--- src/rtl/imem_loader.sv ---
`default_nettype none
// +--------------------------------------------------------------------------+
// | Module      : imem_loader                                                |
// | Description : Framed byte-stream program loader. Assembles 16-bit words  |
// |               from a valid/ready byte stream and writes them into        |
// |               instr_mem at consecutive even byte addresses from 0. The   |
// |               CPU is held in reset until a complete image is loaded.     |
// |               Frame: SYNC, LEN_LO, LEN_HI, N x (lo, hi) [, CSUM].         |
// | Option      : `define LOADER_CHECKSUM_EN to require a trailing XOR       |
// |               checksum byte (covers every byte after SYNC).              |
// | Revision    : 1.0 - initial release                                      |
// +--------------------------------------------------------------------------+
module imem_loader #(
    parameter int unsigned ADDR_W    = 9,
    parameter logic [7:0]  SYNC_BYTE = 8'hA5,
    parameter int unsigned TIMEOUT_W = 16
) (
    input  logic              clk_i,
    input  logic              reset,
    input  logic [7:0]        rx_data_i,
    input  logic              rx_valid_i,
    output logic              rx_ready_o,
    input  logic              start_i,
    output logic              imem_wen_o,
    output logic [ADDR_W-1:0] imem_addr_o,
    output logic [15:0]       imem_data_o,
    output logic              cpu_reset_o,
    output logic              busy_o,
    output logic              done_o,
    output logic              error_o
);

    typedef enum logic [3:0] {
        ST_IDLE    = 4'd0,
        ST_LEN_LO  = 4'd1,
        ST_LEN_HI  = 4'd2,
        ST_DATA_LO = 4'd3,
        ST_DATA_HI = 4'd4,
        ST_WRITE   = 4'd5,
`ifdef LOADER_CHECKSUM_EN
        ST_CSUM    = 4'd6,
`endif
        ST_DONE    = 4'd7,
        ST_ERR     = 4'd8
    } state_t;

    // Largest image the memory can hold, in words (17 bits so 2^16 fits).
    localparam logic [16:0] c_max_words = 17'd1 << (ADDR_W - 1);
    // Timeout fires when the counter would step onto all-ones.
    localparam logic [TIMEOUT_W-1:0] c_tmo_last = {{(TIMEOUT_W-1){1'b1}}, 1'b0};
    localparam logic [TIMEOUT_W-1:0] c_tmo_one  = TIMEOUT_W'(1);

    state_t                state_q, state_d;
    logic [7:0]            len_lo_q, len_lo_d;
    logic [15:0]           n_q, n_d;
    logic [7:0]            lo_q, lo_d;
    logic [15:0]           idx_q, idx_d;
    logic [TIMEOUT_W-1:0]  tmo_q, tmo_d;
    logic [ADDR_W-1:0]     addr_q, addr_d;
    logic [15:0]           data_q, data_d;
`ifdef LOADER_CHECKSUM_EN
    logic [7:0]            acc_q, acc_d;
`endif

    logic                  rx_ready_q;
    logic                  wen_q;
    logic                  cpu_reset_q;
    logic                  busy_q;
    logic                  done_q;
    logic                  error_q;

    logic                  w_accept;
    logic                  w_active;
    logic [15:0]           w_len;
    logic                  w_oversize;
    logic [15:0]           w_idx_inc;

    assign w_accept   = rx_valid_i && rx_ready_q;
    assign w_len      = {rx_data_i, len_lo_q};
    assign w_oversize = ({1'b0, w_len} > c_max_words);
    assign w_idx_inc  = idx_q + 16'd1;
    assign w_active   = (state_q inside {ST_LEN_LO, ST_LEN_HI, ST_DATA_LO, ST_DATA_HI})
`ifdef LOADER_CHECKSUM_EN
                        || (state_q == ST_CSUM)
`endif
                        ;

    // Next-state and datapath decode for the frame parser.
    always_comb begin
        state_d  = state_q;
        len_lo_d = len_lo_q;
        n_d      = n_q;
        lo_d     = lo_q;
        idx_d    = idx_q;
        addr_d   = addr_q;
        data_d   = data_q;
        tmo_d    = '0;
`ifdef LOADER_CHECKSUM_EN
        acc_d    = acc_q;
`endif

        case (state_q)
            ST_IDLE: begin
                if (w_accept && (rx_data_i == SYNC_BYTE)) begin
                    state_d = ST_LEN_LO;
                    idx_d   = '0;
`ifdef LOADER_CHECKSUM_EN
                    acc_d   = '0;
`endif
                end
            end
            ST_LEN_LO: begin
                if (w_accept) begin
                    len_lo_d = rx_data_i;
                    state_d  = ST_LEN_HI;
                end
            end
            ST_LEN_HI: begin
                if (w_accept) begin
                    n_d = w_len;
                    if (w_oversize) begin
                        state_d = ST_ERR;
                    end else if (w_len == 16'd0) begin
`ifdef LOADER_CHECKSUM_EN
                        state_d = ST_CSUM;
`else
                        state_d = ST_DONE;
`endif
                    end else begin
                        state_d = ST_DATA_LO;
                    end
                end
            end
            ST_DATA_LO: begin
                if (w_accept) begin
                    lo_d    = rx_data_i;
                    state_d = ST_DATA_HI;
                end
            end
            ST_DATA_HI: begin
                if (w_accept) begin
                    addr_d  = ADDR_W'({idx_q, 1'b0});
                    data_d  = {rx_data_i, lo_q};
                    state_d = ST_WRITE;
                end
            end
            ST_WRITE: begin
                idx_d = w_idx_inc;
                if (w_idx_inc == n_q) begin
`ifdef LOADER_CHECKSUM_EN
                    state_d = ST_CSUM;
`else
                    state_d = ST_DONE;
`endif
                end else begin
                    state_d = ST_DATA_LO;
                end
            end
`ifdef LOADER_CHECKSUM_EN
            ST_CSUM: begin
                if (w_accept) begin
                    state_d = (rx_data_i == acc_q) ? ST_DONE : ST_ERR;
                end
            end
`endif
            ST_DONE, ST_ERR: begin
                if (start_i) begin
                    state_d = ST_IDLE;
                end
            end
            default: state_d = ST_IDLE;
        endcase

`ifdef LOADER_CHECKSUM_EN
        // Every byte after SYNC except the checksum itself feeds the XOR.
        if (w_accept && (state_q inside {ST_LEN_LO, ST_LEN_HI, ST_DATA_LO, ST_DATA_HI})) begin
            acc_d = acc_q ^ rx_data_i;
        end
`endif

        // Idle cycles inside a frame count toward the timeout; an accepted
        // byte or any state change leaves the counter at its cleared default.
        if (w_active && !w_accept) begin
            if (tmo_q == c_tmo_last) begin
                state_d = ST_ERR;
            end else begin
                tmo_d = tmo_q + c_tmo_one;
            end
        end
    end

    // State register with outputs decoded from the next state so they are registered.
    always_ff @(posedge clk_i) begin
        if (reset) begin
            state_q     <= ST_IDLE;
            len_lo_q    <= '0;
            n_q         <= '0;
            lo_q        <= '0;
            idx_q       <= '0;
            tmo_q       <= '0;
            addr_q      <= '0;
            data_q      <= '0;
`ifdef LOADER_CHECKSUM_EN
            acc_q       <= '0;
`endif
            rx_ready_q  <= 1'b1;
            wen_q       <= 1'b0;
            cpu_reset_q <= 1'b1;
            busy_q      <= 1'b0;
            done_q      <= 1'b0;
            error_q     <= 1'b0;
        end else begin
            state_q     <= state_d;
            len_lo_q    <= len_lo_d;
            n_q         <= n_d;
            lo_q        <= lo_d;
            idx_q       <= idx_d;
            tmo_q       <= tmo_d;
            addr_q      <= addr_d;
            data_q      <= data_d;
`ifdef LOADER_CHECKSUM_EN
            acc_q       <= acc_d;
`endif
            rx_ready_q  <= !(state_d inside {ST_WRITE, ST_DONE, ST_ERR});
            wen_q       <= (state_d == ST_WRITE);
            cpu_reset_q <= (state_d != ST_DONE);
            busy_q      <= !(state_d inside {ST_IDLE, ST_DONE, ST_ERR});
            done_q      <= (state_d == ST_DONE);
            error_q     <= (state_d == ST_ERR);
        end
    end

    assign rx_ready_o  = rx_ready_q;
    assign imem_wen_o  = wen_q;
    assign imem_addr_o = addr_q;
    assign imem_data_o = data_q;
    assign cpu_reset_o = cpu_reset_q;
    assign busy_o      = busy_q;
    assign done_o      = done_q;
    assign error_o     = error_q;

endmodule
`default_nettype wire

--- config.mk ---
export PLATFORM = sky130hd
export DESIGN_NAME = imem_loader
export DESIGN_NICKNAME = d
export VERILOG_FILES = /design/src/rtl/imem_loader.sv
export SDC_FILE = /design/constraint.sdc
export NUM_CORES = 1
export LEC_CHECK = 0
export ABC_AREA = 1
export CORE_MARGIN = 2
export CORE_UTILIZATION = 31
export DETAILED_ROUTE_END_ITERATION = 16
export GPL_ROUTABILITY_DRIVEN = 0
export GPL_TIMING_DRIVEN = 0
export SKIP_LAST_GASP = 1
export SYNTH_ARGS = -nofsm -noshare
export SYNTH_HDL_FRONTEND = slang
export SYNTH_SLANG_ARGS = --single-unit
--- constraint.sdc ---
create_clock -name clk_i -period 2.51 [get_ports clk_i]
set_input_delay 0.502 -clock clk_i [delete_from_list [all_inputs] [get_ports clk_i]]
set_output_delay 0.502 -clock clk_i [all_outputs]
set_load 0.01 [all_outputs]
# [Word level (Yosys, flattened, before mapping)]
# Index checks and enable logic that the tools add are counted.
[totals] register_bits=98 inputBits=12 output_inout_bits=31 elab_cells=67
[classes] addsub=2 order_cmp=1 n_eq_ne=15 muxes=14 bitwise=1 reduce_logical=20
[op_table] operator="2-to-1 mux 4 bit" n=9
[op_table] operator="adder 16 x 1 -> 16 bit, second input constant" n=2
[op_table] operator="case mux 16 bit (2 select lines)" n=1
[op_table] operator="case mux 4 bit (7 select lines)" n=1
[op_table] operator="equality test 4 x 3 -> 1 bit, second input constant" n=5
[op_table] operator="equality test 16 bit" n=1
[op_table] operator="equality test 16 bit, second input constant" n=1
[op_table] operator="> comparator 16 x 9 -> 1 bit, second input constant" n=1
[op_table] operator="zero test 16 bit" n=1
[op_table] operator="2-to-1 mux 16 bit" n=1
[op_table] operator="AND reduction 2 bit" n=5
[op_table] operator="equality test 4 x 2 -> 1 bit, second input constant" n=2
[op_table] operator="equality test 4 bit, second input constant" n=2
[op_table] operator="equality test 8 bit, second input constant" n=1
[op_table] operator="zero test 4 bit" n=2
[op_table] operator="2-to-1 mux 3 bit" n=2
[op_table] operator="nonzero test 3 bit" n=2
[op_table] operator="equality test 4 x 1 -> 1 bit, second input constant" n=1
[op_table] operator="inequality test 4 x 3 -> 1 bit, second input constant" n=1
[op_table] operator="nonzero test 4 bit" n=1
[op_table] operator="logical AND 1 bit" n=3
[op_table] operator="zero test 1 bit" n=3
[op_table] operator="OR reduction 3 bit" n=1
[op_table] operator="inequality test 2 bit, second input constant" n=1
[op_table] operator="other kinds (3)" n=3

# [Logic depth before layout (Yosys ltp)]
# Gate-level depths: netlist of the first run.
[depth] ltp_word=10 depth_mapped=17 ltp_nobuf=17

# [Worst setup path after synthesis of the first run]
# OpenSTA, ideal clock, no wires.
[synth_timing] path_type="register to register" from="register idx_q[0]" to="register rx_ready_q (netlist: rx_ready_o)" setup_time_ps=107 arrival_ps=1792 required_ps=2403 path_slack_ps=611 stages_incl_launch_ff=15 path_buffers=0 period_less_slack_ps=1899 path_cell_list="dfxtp_1 > ha_1 > nand2_1 > nor2_4 > nand4_1 > nand2_1 > nand2_1 > nand2_1 > nand2_1 > nor2_1 > nand3_2 > nand2_4 > nand4_4 > nand2_2 > inv_2"
[synth_between] elab_chain_len=9 elab_cells_between_ends=11 classes_between="add/sub: 1; eq/ne: 4; mux: 4; reduce/logical: 2"
[synth_lines] element="start: declaration" line="57" text="logic [15:0] idx_q, idx_d;"
[synth_lines] element="start signal: assignment" line="217" text="idx_q <= idx_d;"
[synth_lines] element="adder 16 x 1 -> 16 bit (*)" line="81" text="assign w_idx_inc = idx_q + 16'd1;"
[synth_lines] element="equality test 16 bit (*)" line="149" text="if (w_idx_inc == n_q) begin"
[synth_lines] element="2-to-1 mux 3 bit (*)" line="149"
[synth_lines] element="case mux 4 bit (7 select lines) (*)" line="102" text="case (state_q)"
[synth_lines] element="2-to-1 mux 4 bit" line="184" text="if (tmo_q == c_tmo_last) begin"
[synth_lines] element="2-to-1 mux 4 bit (*)" line="183" text="if (w_active && !w_accept) begin"
[synth_lines] element="equality test 4 x 3 -> 1 bit / equality test 4 bit (equally long branches)" line="224" text="rx_ready_q <= !(state_d inside {ST_WRITE, ST_DONE, ST_ERR});"
[synth_lines] element="nonzero test 3 bit (*)" line="224"
[synth_lines] element="zero test 1 bit (*)" line="224"
[synth_lines] element="end signal: assignment" line="224"
[synth_lines] element="end: declaration" line="65" text="logic rx_ready_q;"
# Every way passes the cells marked *; elsewhere a longest branch is shown, timed or not.
# A chain may end at the register's enable or synchronous reset.

# [Worst setup path in the final report of the first run]
[layout_timing] from="register idx_q[1]" to="register rx_ready_q (netlist: rx_ready_o)"
# Same word-level chain as after synthesis.

==> metrics.cfg, run 1 <==
[grt]
overflow=0
grt_max_degree=15
grt_busiest_layer=met2
grt_use_total=0.152
grt_pass1_wl_mm=19.7
grtUsageMet3=0.0425
use_met1=0.213
grt_antenna_before_repair=0
grt_pass1_vias=4049
gr-usage-met2=0.229

[clocking]
clock_sink_count=98
cts_buffers=9
root_buffer=clkbuf_16
tritoncts=built
clk_path_buf_depth=2
postCtsHoldBufs=0
clock_latency_ps=350
clk_pin_slew_worst_paths_ps=60
h-tree-depth=3
cts_setup_buffers=0

[timing]
rsz0062_at_grt=false
worst_slack_ps=254
setup_viol=0
skew_ps=7.76
tns_ps=0
post-route-period-util=0.899
min_period_ps=2260
tightest_slew_ps=675
hold_violations=0
worst_hold_slack_ps=462
fmax_mhz=443
drv_slew=0
relSlewSlack=0.550

[synth]
ys_ff_latch=98
synth_top_cell_area_share=0.425
synth.distinct_cells=37
synth_seq_area_share=0.425
synth_fp_nets=684
yosys_warnings=0
synth_area_um2=4610
synth_top_cell_by_area=dfxtp_1
synth_area_leaders=dfxtp_1 43%, nand2_1 11%, a21oi_1 6.7%, nor2_1 6.4%, nand3_1 6.4%
syn_area_per_cell_um2=6.90
netlist_instances=669

[cells_and_area]
insertedDiodeCount=0
seqCellArea_um2=1960
final_cell_mix=141 x nand2_1, 96 x dfxtp_1, 79 x nor2_1, 73 x inv_1, 62 x a21oi_1
instances_no_fill=907
nFillCells=1570
layout_commonest_cell=nand2_1
syn2layout_area_growth_pct=19.6
multiInputGateArea_um2=2250
drive_gt1_frac=0.0636
fin_nets=736

[power]
power_mw=3.00
leakage_nw=2.10
power.density_nw_per_um2=543
ir_drop_uv=429

[setup_path]
path_max_fanout=7
worstSetupEndpointType=register
worstSetupPathType=reg2reg
slowest_stage=dfxtp_2
reg2reg_from=idx_q[1]$_SDFFE_PP0P_
crit_path_cell_trace=ha_1 > nand2_1 > nor2_4 > nand4_1 > nand2_1 > nand2_1 > nand2_1 > nand2_1 > nor2_1 > nand3_2 > nand2_4 > nand4_4 > nand2_2 > inv_2
slowest_delay_ps=430
cp_common_cell=nand2_1
arrival_ps=2510
reg2reg_depth=14
r2r-end=rx_ready_o$_SDFF_PP1_
rrSetupSlack_ps=250
required_ps=2760
startpoint_type=register

[detailed_routing]
drc=0
detail_route.wl_per_cell_um=12.8
drtIter0Drc=395
drt-total-wl_mm=11.6
viasPerCell=4.73
drt_pass1_iterations=5
ant_nets=0
route.vias.total=4289

[outcome]
status=finished, final reports clean

[floorplan]
initial_core_util=0.317
core_area_um2=14500
die_h_um=126
pin_count=43
die-area_um2=15900
num_rows=44
die_x_um=126

[worst_hold_path]
whs_path_depth=2
hold_path_end=lo_q[0]$_SDFFE_PP0P_
hp-class=reg2reg
hold_start=lo_q[0]$_SDFFE_PP0P_

[place]
placedCellCount=894
hpwl_mm=8.53
pre_cts_ws_ps=-41.1
io_buffers=41

[run]
cap_violations=0

==> cell usage after synthesis, drive strengths merged <==
master,number
nand2,147
dfxtp,98
nor2,89
inv,79
a21oi,62
nand3,62
o21ai,55
nand4,19
clkbuf,18
nor3,8
buf,5
nor4,4
ha,3
nand3b,3
xnor2,3
a211oi,2
o21bai,2
xor2,2
and2,1
clkinv,1
conb,1
o211ai,1
o21a,1
o221ai,1
or2,1
or3,1
==> cells by family after synthesis <==
group | share of synthesized area
AO/OA/AOI/OAI | 0.139
flip-flops | 0.425
XOR/XNOR | 0.00949
other | 0.000813
AND/OR/NAND/NOR | 0.331
adder cells (fa/ha/maj) | 0.00814
buffers and inverters | 0.0860
==> metrics by stage <==
step | cell area [um2] | utilization
after floorplan | 4610 | -
after global placement | 5250 | 0.361
after detailed placement | 5250 | 0.361
after CTS | 5510 | 0.379
after global routing | 5520 | 0.379
final | 5520 | 0.379
==> flip-flops by register name (all words and copies together) (netlist names) <==
signal	cells
cpu_reset_o	1
busy_o	1
error_o	1
done_o	1
idx_q	16
imem_addr_o	8
imem_data_o	16
n_q	16
rx_ready_o	1
imem_wen_o	1
len_lo_q	8
tmo_q	16
lo_q	8
state_q	4
==> worst max-delay path, delay by kind of cell, from the launching register on <==
kind,cells,cell delay [ps]
simple gates,12,1410
flops,1,430
fa+ha+maj,1,280
buf+inv,1,30
==> timing repair <==
item	CTS	global route
gates resized for setup	0	2
setup endpoints to repair	0	3
endpoints found under the hold margin	0	0
==> worst max-delay path by stage <==
| stage | end | cells past startpoint | start | slack, ps |
|---|---|---|---|---|
| 2_1_floorplan | rx_ready_o$_SDFF_PP1_ | 14 | idx_q[0]$_SDFFE_PP0P_ | 610 |
| 3_3_place_gp | idx_q[14]$_SDFFE_PP0P_ | 11 | rx_valid_i | -60 |
| 3_5_place_dp | idx_q[13]$_SDFFE_PP0P_ | 11 | rx_valid_i | -40 |
| 4_1_cts | rx_ready_o$_SDFF_PP1_ | 14 | idx_q[1]$_SDFFE_PP0P_ | 120 |
| 5_1_grt | rx_ready_o$_SDFF_PP1_ | 14 | idx_q[1]$_SDFFE_PP0P_ | 40 |
| 6_report | rx_ready_o$_SDFF_PP1_ | 14 | idx_q[1]$_SDFFE_PP0P_ | 250 |
==> area by class of cell <==
type / count / area share
clock buffer: 11 / 0.0440
inverter: 80 / 0.0544
tap: 184 / 0.0417
timing repair buffer: 41 / 0.0744
buffer: 23 / 0.0175
sequential: 98 / 0.356
multi-input combinational: 468 / 0.409
clock inverter: 2 / 0.00295
==> report_power, final <==
| group | total [mW] | leakage [nW] | internal (mW) | switching, mW |
|---|---|---|---|---|
| Sequential | 1.58 | 0.792 | 1.57 | 0.0101 |
| Combinational | 0.159 | 1.19 | 0.0562 | 0.103 |
| Clock | 1.25 | 0.124 | 0.684 | 0.569 |
==> per-layer routing <==
metal | wire length, um | up-vias | part of all wire
li1 | - | 2289 | -
met1 | 5970 | 1905 | 0.52
met2 | 5000 | 85 | 0.43
met3 | 489 | 10 | 0.042
met4 | 125 | 0 | 0.011
met5 | 0 | - | 0
Note: power is estimated with default switching activity, not from simulation.
==> inputs of run 2 (changes only) <==
--- a/config.mk
+++ b/config.mk
@@ -15,3 +15,4 @@
 export SYNTH_ARGS = -nofsm -noshare
 export SYNTH_HDL_FRONTEND = slang
 export SYNTH_SLANG_ARGS = --single-unit
+export TNS_END_PERCENT = 30
==> results of run 2 <==
Final layout, timing and power as in run 1 (identical DEF).
==> inputs of run 3 (changes only) <==
--- a/config.mk
+++ b/config.mk
@@ -8,6 +8,7 @@
 export ABC_AREA = 1
 export CORE_MARGIN = 2
 export CORE_UTILIZATION = 31
+export CTS_CLUSTER_DIAMETER = 100
 export DETAILED_ROUTE_END_ITERATION = 16
 export GPL_ROUTABILITY_DRIVEN = 0
 export GPL_TIMING_DRIVEN = 0
==> results of run 3 <==
Final layout, timing and power as in run 1 (identical DEF).
